**src/rtl/io_irq_controller.sv**
```systemverilog
// Interrupt hub: per-channel edge capture, mask, fixed priority (channel 0 highest),
// latched vector and ack/EOI sequencing behind a 4-word register window.

module io_irq_chan (
  input  logic clock,
  input  logic reset,
  input  logic i_req,
  input  logic i_clr,
  output logic o_pending
);
  logic r_prev;
  logic r_pending;

  // A rise in the same cycle as a clear keeps the bit set.
  always_ff @(posedge clock or posedge reset) begin
    if (reset) begin
      r_prev    <= 1'b0;
      r_pending <= 1'b0;
    end else begin
      r_prev    <= i_req;
      r_pending <= (r_pending & ~i_clr) | (i_req & ~r_prev);
    end
  end

  assign o_pending = r_pending;
endmodule

module io_irq_controller #(
  parameter int          NUM_CH    = 4,
  parameter int          CH_W      = 2,
  parameter logic [15:0] BASE_ADDR = 16'hFF00
) (
  input  logic              clock,
  input  logic              reset,
  input  logic [NUM_CH-1:0] irq_req,
  input  logic              irq_ack,
  output logic              irq,
  output logic [CH_W-1:0]   vector,
  output logic              busy,
  input  logic [15:0]       waddr,
  input  logic [15:0]       wdata,
  input  logic              wenable,
  input  logic [15:0]       raddr,
  output logic [15:0]       rdata
);
  typedef enum logic [1:0] {S_IDLE, S_ASSERT, S_SERVICE} state_t;

  state_t            r_state, w_state_n;
  logic              r_irq, w_irq_n;
  logic [CH_W-1:0]   r_vector, w_vector_n, w_low;
  logic [NUM_CH-1:0] r_mask;
  logic [15:0]       r_rdata, w_rdata_n;
  logic [NUM_CH-1:0] w_pending, w_elig, w_ack_clr, w_clr;
  logic [15:0]       w_woff, w_roff;
  logic              w_wr_hit, w_mask_we, w_w1c, w_eoi, w_busy;
  logic              w_unused;

  // Offsets wrap modulo 2^16, so a window near the top of the map still decodes.
  assign w_woff    = waddr - BASE_ADDR;
  assign w_roff    = raddr - BASE_ADDR;
  assign w_wr_hit  = wenable && (w_woff[15:2] == 14'd0);
  assign w_mask_we = w_wr_hit && (w_woff[1:0] == 2'd0);
  assign w_w1c     = w_wr_hit && (w_woff[1:0] == 2'd1);
  assign w_eoi     = w_wr_hit && (w_woff[1:0] == 2'd3);
  assign w_unused  = ^wdata;

  assign w_elig = w_pending & r_mask;
  assign w_busy = (r_state != S_IDLE);
  assign w_clr  = w_ack_clr | (w_w1c ? wdata[NUM_CH-1:0] : '0);

  genvar g;
  generate
    for (g = 0; g < NUM_CH; g++) begin : g_ch
      io_irq_chan u_chan (
        .clock     (clock),
        .reset     (reset),
        .i_req     (irq_req[g]),
        .i_clr     (w_clr[g]),
        .o_pending (w_pending[g])
      );
    end
  endgenerate

  always_comb begin
    w_low = '0;
    for (int i = NUM_CH - 1; i >= 0; i--)
      if (w_elig[i]) w_low = CH_W'(i);
  end

  always_comb begin
    w_state_n  = r_state;
    w_irq_n    = r_irq;
    w_vector_n = r_vector;
    w_ack_clr  = '0;
    case (r_state)
      S_IDLE: begin
        if (|w_elig) begin
          w_vector_n = w_low;
          w_irq_n    = 1'b1;
          w_state_n  = S_ASSERT;
        end
      end
      S_ASSERT: begin
        // Committed: mask changes or W1C do not withdraw irq, only ack does.
        if (irq_ack) begin
          for (int i = 0; i < NUM_CH; i++)
            w_ack_clr[i] = (r_vector == CH_W'(i));
          w_irq_n   = 1'b0;
          w_state_n = S_SERVICE;
        end
      end
      S_SERVICE: begin
        if (w_eoi) w_state_n = S_IDLE;
      end
      default: w_state_n = S_IDLE;
    endcase
  end

  always_comb begin
    w_rdata_n = '0;
    if (w_roff[15:2] == 14'd0) begin
      case (w_roff[1:0])
        2'd0:    w_rdata_n[NUM_CH-1:0] = r_mask;
        2'd1:    w_rdata_n[NUM_CH-1:0] = w_pending;
        2'd2:    w_rdata_n[CH_W+1:0]   = {w_busy, r_irq, r_vector};
        default: w_rdata_n = '0;
      endcase
    end
  end

  always_ff @(posedge clock or posedge reset) begin
    if (reset) begin
      r_state  <= S_IDLE;
      r_irq    <= 1'b0;
      r_vector <= '0;
      r_mask   <= '0;
      r_rdata  <= '0;
    end else begin
      r_state  <= w_state_n;
      r_irq    <= w_irq_n;
      r_vector <= w_vector_n;
      r_rdata  <= w_rdata_n;
      if (w_mask_we) r_mask <= wdata[NUM_CH-1:0];
    end
  end

  assign irq    = r_irq;
  assign vector = r_vector;
  assign busy   = w_busy;
  assign rdata  = r_rdata;
endmodule

```
**config.mk**
```make
export PLATFORM = sky130hd
export DESIGN_NAME = io_irq_controller
export DESIGN_NICKNAME = d
export VERILOG_FILES = /design/src/rtl/io_irq_controller.sv
export SDC_FILE = /design/constraint.sdc
export NUM_CORES = 1
export LEC_CHECK = 0
export BUFFER_PORTS_ARGS = -buffer_cell sky130_fd_sc_hd__buf_2
export CAP_MARGIN = 5
export CORE_ASPECT_RATIO = 1.1
export CORE_MARGIN = 3
export CORE_UTILIZATION = 42
export CTS_BUF_LIST = sky130_fd_sc_hd__clkbuf_16
export DETAILED_ROUTE_END_ITERATION = 10
export PLACE_DENSITY = 0.79
export SLEW_MARGIN = 5
export SYNTH_ARGS = -nofsm -noshare
export SYNTH_HDL_FRONTEND = slang
export SYNTH_HIERARCHICAL = 1
export SYNTH_SLANG_ARGS = --single-unit
export TNS_END_PERCENT = 100
```
**constraint.sdc**
```tcl
create_clock -name clock -period 1.85 [get_ports clock]
set_input_delay 0.185 -clock clock [delete_from_list [all_inputs] [get_ports clock]]
set_output_delay 0.185 -clock clock [all_outputs]
set_load 0.01 [all_outputs]
```
Yosys cells after proc, flatten, opt, wreduce, memory -nomap -nowiden --
Index checks and enable logic that the tools add are counted.
Word-level totals: bits in registers 33, bits in latches 0, RAM bits 0, memory bits (read-only) 0, output and inout port bits 20, word-level logic and storage cells 81, memories 0
Operators by class: $add $sub $neg 2, multiply operators 0, divide/modulo/power cells 0, magnitude comparators 0, eq/ne operators 12, shifts and indexed selects 0, muxes and demuxes 16, bitwise logic cells 22, reduce and logical (&&, ||, !) cells 16
Operators by type and width (number):
- $sub 16x16->16 const B | 2
- $logic_not 14->1 | 2
- $mux 4 | 4
- $mux 2 | 7
- $pmux 4 s3 | 1
- $eq 2x2->1 const B | 5
- $and 1x1->1 | 8
- $eq 2x1->1 const B | 4
- $logic_not 2->1 | 4
- $not 1->1 | 8
- $ne 2x2->1 const B | 3
- $pmux 2 s3 | 1
- $reduce_and 3->1 | 2
- $and 4x4->4 | 1
- $logic_and 1x1->1 | 4
- $or 1x1->1 | 4
- $or 4x4->4 | 1
- $reduce_bool 2->1 | 2
- $reduce_or 4->1 | 1
- $mux 1 | 2
- $pmux 1 s2 | 1
- $reduce_and 2->1 | 1

Depth between registers and ports, before layout --
word-level depth 9, gate-level depth with buffers 5, mapped depth without buffers 5

Hierarchy --
The synthesis kept the hierarchy.
Modules (own cells, without submodules):
- io_irq_controller | times used 1, cells an instance 97, area an instance 897.1 um2, sequential area each 325.3 um2
- io_irq_chan | times used 4, cells an instance 6, area an instance 73.8 um2, sequential area each 50.0 um2

Least setup slack after synthesis --
OpenSTA, ideal clock, no wires.
path kind input-to-reg, start point in waddr[3], end point reg r_mask[0], library setup time 125 ps, arrival 1615 ps, path slack 110 ps, stages 4, path buffers 1, cells stage by stage or4_4 > or4_4 > buf_6 > mux2_4
Between the ends: cells in the longest elaborated chain, start to end 4
Ends and longest elaborated chain:
- from (decl) | line 40 | input logic [15:0] waddr,
- $sub 16x16->16 | line 59 | assign w_woff = waddr - BASE_ADDR;
- $logic_not 14->1 | line 61 | assign w_wr_hit = wenable && (w_woff[15:2] == 14'd0);
- $logic_and 1x1->1 | line 61
- $logic_and 1x1->1 | line 62 | assign w_mask_we = w_wr_hit && (w_woff[1:0] == 2'd0);
- to (signal assigned) | line 143 | if (w_mask_we) r_mask <= wdata[NUM_CH-1:0];
- to (decl) | line 51 | logic [NUM_CH-1:0] r_mask;
No other way between the ends. A chain may end at the register's enable or synchronous reset.

Final worst setup path --
start point in waddr[3], end point reg r_mask[3]
Same word-level chain as after synthesis.

==> results <==
- Measured on the finished design, the core utilization comes to 58.33%.
- The total of cells resized after clock tree synthesis is 0.
- The core area is 2591 um2.
- The time the final worst path needs with I/O delays and setup is 1.554 ns.
- The instance count along the most critical hold path is 1.
- Yosys attributes the largest share of cell area to dfrtp_1 (44%), buf_4 (7.6%), inv_1 (5.0%), mux2_4 (5.0%), o22ai_2 (4.2%).
- For the pin with the worst max-slew slack, the measured transition is 0.5082 ns.
- The CTS tree is built.
- The first detailed-routing pass ran for 6 iterations.
- Max-cap violations in this run came to 0.
- At the later pin of the worst-skew pair, clock insertion delay measures approximately 0.25 ns.
- The number of vias in the routed layout is 1037.
- The clock arrives with 0.001272 ns of skew.
- In the final layout, the share of cells above drive strength 1 is a little under two fifths.
- The number of primary I/O pins is 76.
- The number of slew-limit violations in the final report is 0.
- The congestion estimate from routability-driven global placement came to 0.8887.
- For this design, the sink count on the clock tree is 21.
- For hold timing, the worst endpoint is g_ch[2].u_chan/r_prev.
- The number of antenna diodes in the final layout is 0.
- From left edge to right edge, the die measures between 50 and 60 um.
- The proportion of netlist area held by the largest area contributor is between 40 and 50%.
- Setup total negative slack on the finished layout was measured at 0 ns.
- Global routing consumed, over all layers together, between 10% and 20% of the routing resources.
- The post-place instance area is 1423 um2.
- The initial antenna violation count is 0.
- The topmost layer with routed signal wires is met4.
- Of all flip-flops after synthesis, the portion carrying an async set or reset was 100.0%.
- Yosys mapped a number of flops with a built-in enable equal to 0.
- The total power density per cell area is about 730 nW/um2.
- Excluding fillers, the count of instances in the completed layout stands at 205.
- The die is 61.88 um tall.
- The sum of met3 wire segment lengths after detailed routing is 242 um.
- The register clock-pin slew on the reported worst setup and hold paths is roughly 0.05 ns.
- The via count of the first global-routing pass is 969.
- Timing would allow up to 643.7 MHz.
- Yosys printed 6 warnings.
- For this block, wires on met1 add up to ~1.1 mm.
- Summing the sequential cell areas from Yosys gives 44.07% of the chip area.
- After synthesis the netlist holds a flip-flop and latch count of 21.
- The final HPWL from detailed placement is 2.117 mm.
- Clock tree synthesis selected as its root buffer the cell clkbuf_16.
- The critical path is of the in -> reg type.
- The worst register-to-register path ends at vector[0].
- The start point of the worst hold path is irq_req[2].
- Along the worst path, the maximum fanout reaches 4.
- The worst slew margin relative to its limit is around two thirds.
- The cell with the most instances after synthesis is dfrtp_1.
- The worst setup path is launched from an input port.
- Overall power consumption after layout is estimated at 1099 uW.
- Counting along the longest clock path gives a buffer depth of 2.
- After synthesis, the most frequently instantiated cells are dfrtp_1 (21), inv_1 (16), buf_4 (12).
- The source of the worst register-to-register timing path is g_ch[2].u_chan/o_pending.
- The distinct cell type count of the synthesized netlist is 34.
- Of the available clock period, the critical path in the final layout requires between 80% and 90%.
- The post-synthesis area per instance is 9.854 um2.
- For this run the aggregate overflow at the end of global routing stands at 0.
- The path class of the lowest-slack min-delay path is in -> reg.
- In this run, placement finished with an instance count of 200.
- In the routed design, unresolved DRC markers number 0.
- In the final routed layout, each cell accounts on average for 12.90 um.
- The flop-to-flop setup slack is 0.46 ns.
- STA puts the critical path data required time at between 1.5 and 2 ns.
- In this run the core area contains 19 standard-cell rows.
- The instance count of the mapped netlist is ~120.
- Summed over all nets, wire length on met2 after detailed routing comes to 1.285 mm.
- Once the floorplan was initialized, standard cells occupied between 40% and 50% of the core.
- The synthesized netlist occupies a cell area of 1192 um2.
- The first-pass GRT wire length is 4.188 mm.
- In this run the static leakage power is 0.0008521 uW.
- In this run, CTS created clock tree buffers numbering 3.
- The run finished with clean final reports.
- The final cell area excluding filler cells is roughly 1500 um2.
- The layout overhead on the synthesized area is 26.76%.
- After the last flow step, the layout net total stands at 231.
- The total wire length after detailed routing is 2.645 mm.
- The library cell with the largest summed area after synthesis is dfrtp_1.
- Setup repair after global routing left no endpoint under its margin.
- In this run, the number of DRC markers left after iteration 0 of detailed routing was 11.
- The H-tree depth is 1.
- The number of nets with antenna violations after detailed routing is 0.
- In the routed layout, each cell is associated on average with a via count of 5.059.
- The number of endpoints failing setup at the final stage is 0.
- For the worst flop-to-flop path, the logic depth is 4.
- The most used flip-flop cell after synthesis is dfrtp_1.
- The count of endpoints failing hold in the final timing report came to 0.
- The data arrival time of the worst path is 1.69 ns.
- Entering global routing, the biggest net connects 14 pins.
- The number of buffer cells added on primary ports is 51.
- The endpoint type of the worst setup path is a register.
- The peak ir drop on the vdd network is 0.0008330 V.
- The area of the die is 3515 um2.
## layout make-up
class | instances | area, um2
Timing Repair Buffer | 52 | 265.3
Multi-Input combinational cell | 81 | 543.0
Clock inverter | 1 | 3.754
Inverter | 16 | 60.06
Fill cell | 229 | 1080
Tap cell | 31 | 38.79
Clock buffer | 3 | 75.07
Sequential cell | 21 | 525.5
## per-layer routing
layer  GRT usage, %  vias to the layer above
li1               -                      501
met1          18.21                      471
met2          27.56                       58
met3          4.132                        7
met4          5.960                        0
met5              0                        -
## critical path, stage by stage
cell,delay (ns)
buf_2,0.09
or4_4,0.53
or4_4,0.56
mux2_4,0.32
## registers in the layout, indices dropped and copies added, names as in the netlist
register / flops
vector: 2
g_ch.u_chan/r_prev: 4
r_mask: 4
r_state: 2
g_ch.u_chan/o_pending: 4
irq: 1
rdata: 4
## cells in the final DEF, fill, tap and decap left out, types with 2 or more instances in the layout
cell type,instances
and2_1,4
a211oi_1,2
a21oi_1,5
o22ai_2,4
nand4b_1,3
nand3_1,2
o21ai_0,4
nand4_1,2
buf_2,51
a22o_1,2
nor4_1,2
conb_1,12
nor2b_1,2
nor2_1,6
mux2_4,4
dfrtp_1,21
or4_4,2
clkbuf_16,3
mux2i_1,3
nor3_1,3
nand2_1,8
inv_1,17
## cell families after synthesis
logic type / Yosys count / synth area share (%)
AO/OA/AOI/OAI: 23 / 14.90
buffers and inverters: 30 / 13.85
flip-flops: 21 / 44.07
multiplexers: 8 / 8.500
other: 1 / 0.3145
AND/OR/NAND/NOR: 38 / 18.36
## power by group
part	total (uW)	leakage, uW	internal [uW]	switching (uW)
Combinational	155	0.000551	67.9	86.9
Sequential	497	0.000258	478	19.2
Clock	447	0.0000423	288	160
## worst max path at each step
| stage | startpoint | to | slack [ns] | cells past startpoint |
|---|---|---|---|---|
| final | waddr[3] | r_mask[3] | 0.30 | 4 |
| after global routing | waddr[6] | r_mask[2] | 0.27 | 5 |
| after CTS | waddr[3] | r_mask[3] | 0.30 | 4 |
| after detailed placement | waddr[3] | r_mask[3] | 0.04 | 4 |
| after global placement | waddr[3] | r_mask[3] | 0.06 | 4 |
| after floorplan | waddr[3] | r_mask[0] | 0.11 | 4 |
## stage by stage
| stage | hold WS (ns) | setup slack [ns] |
|---|---|---|
| CTS | 0.04701 | 0.2974 |
| global route | 0.04564 | 0.2729 |
| floorplan | -0.07382 | 0.1102 |
| detailed placement | 0.08333 | 0.04405 |
| finish | 0.05042 | 0.2964 |
| global placement | 0.08184 | 0.05527 |
## what timing repair did
item	in CTS	in global routing
hold endpoints to repair	8	0
buffers inserted	0	0
hold buffers	1	0
Note: power is estimated with default switching activity, not from simulation.
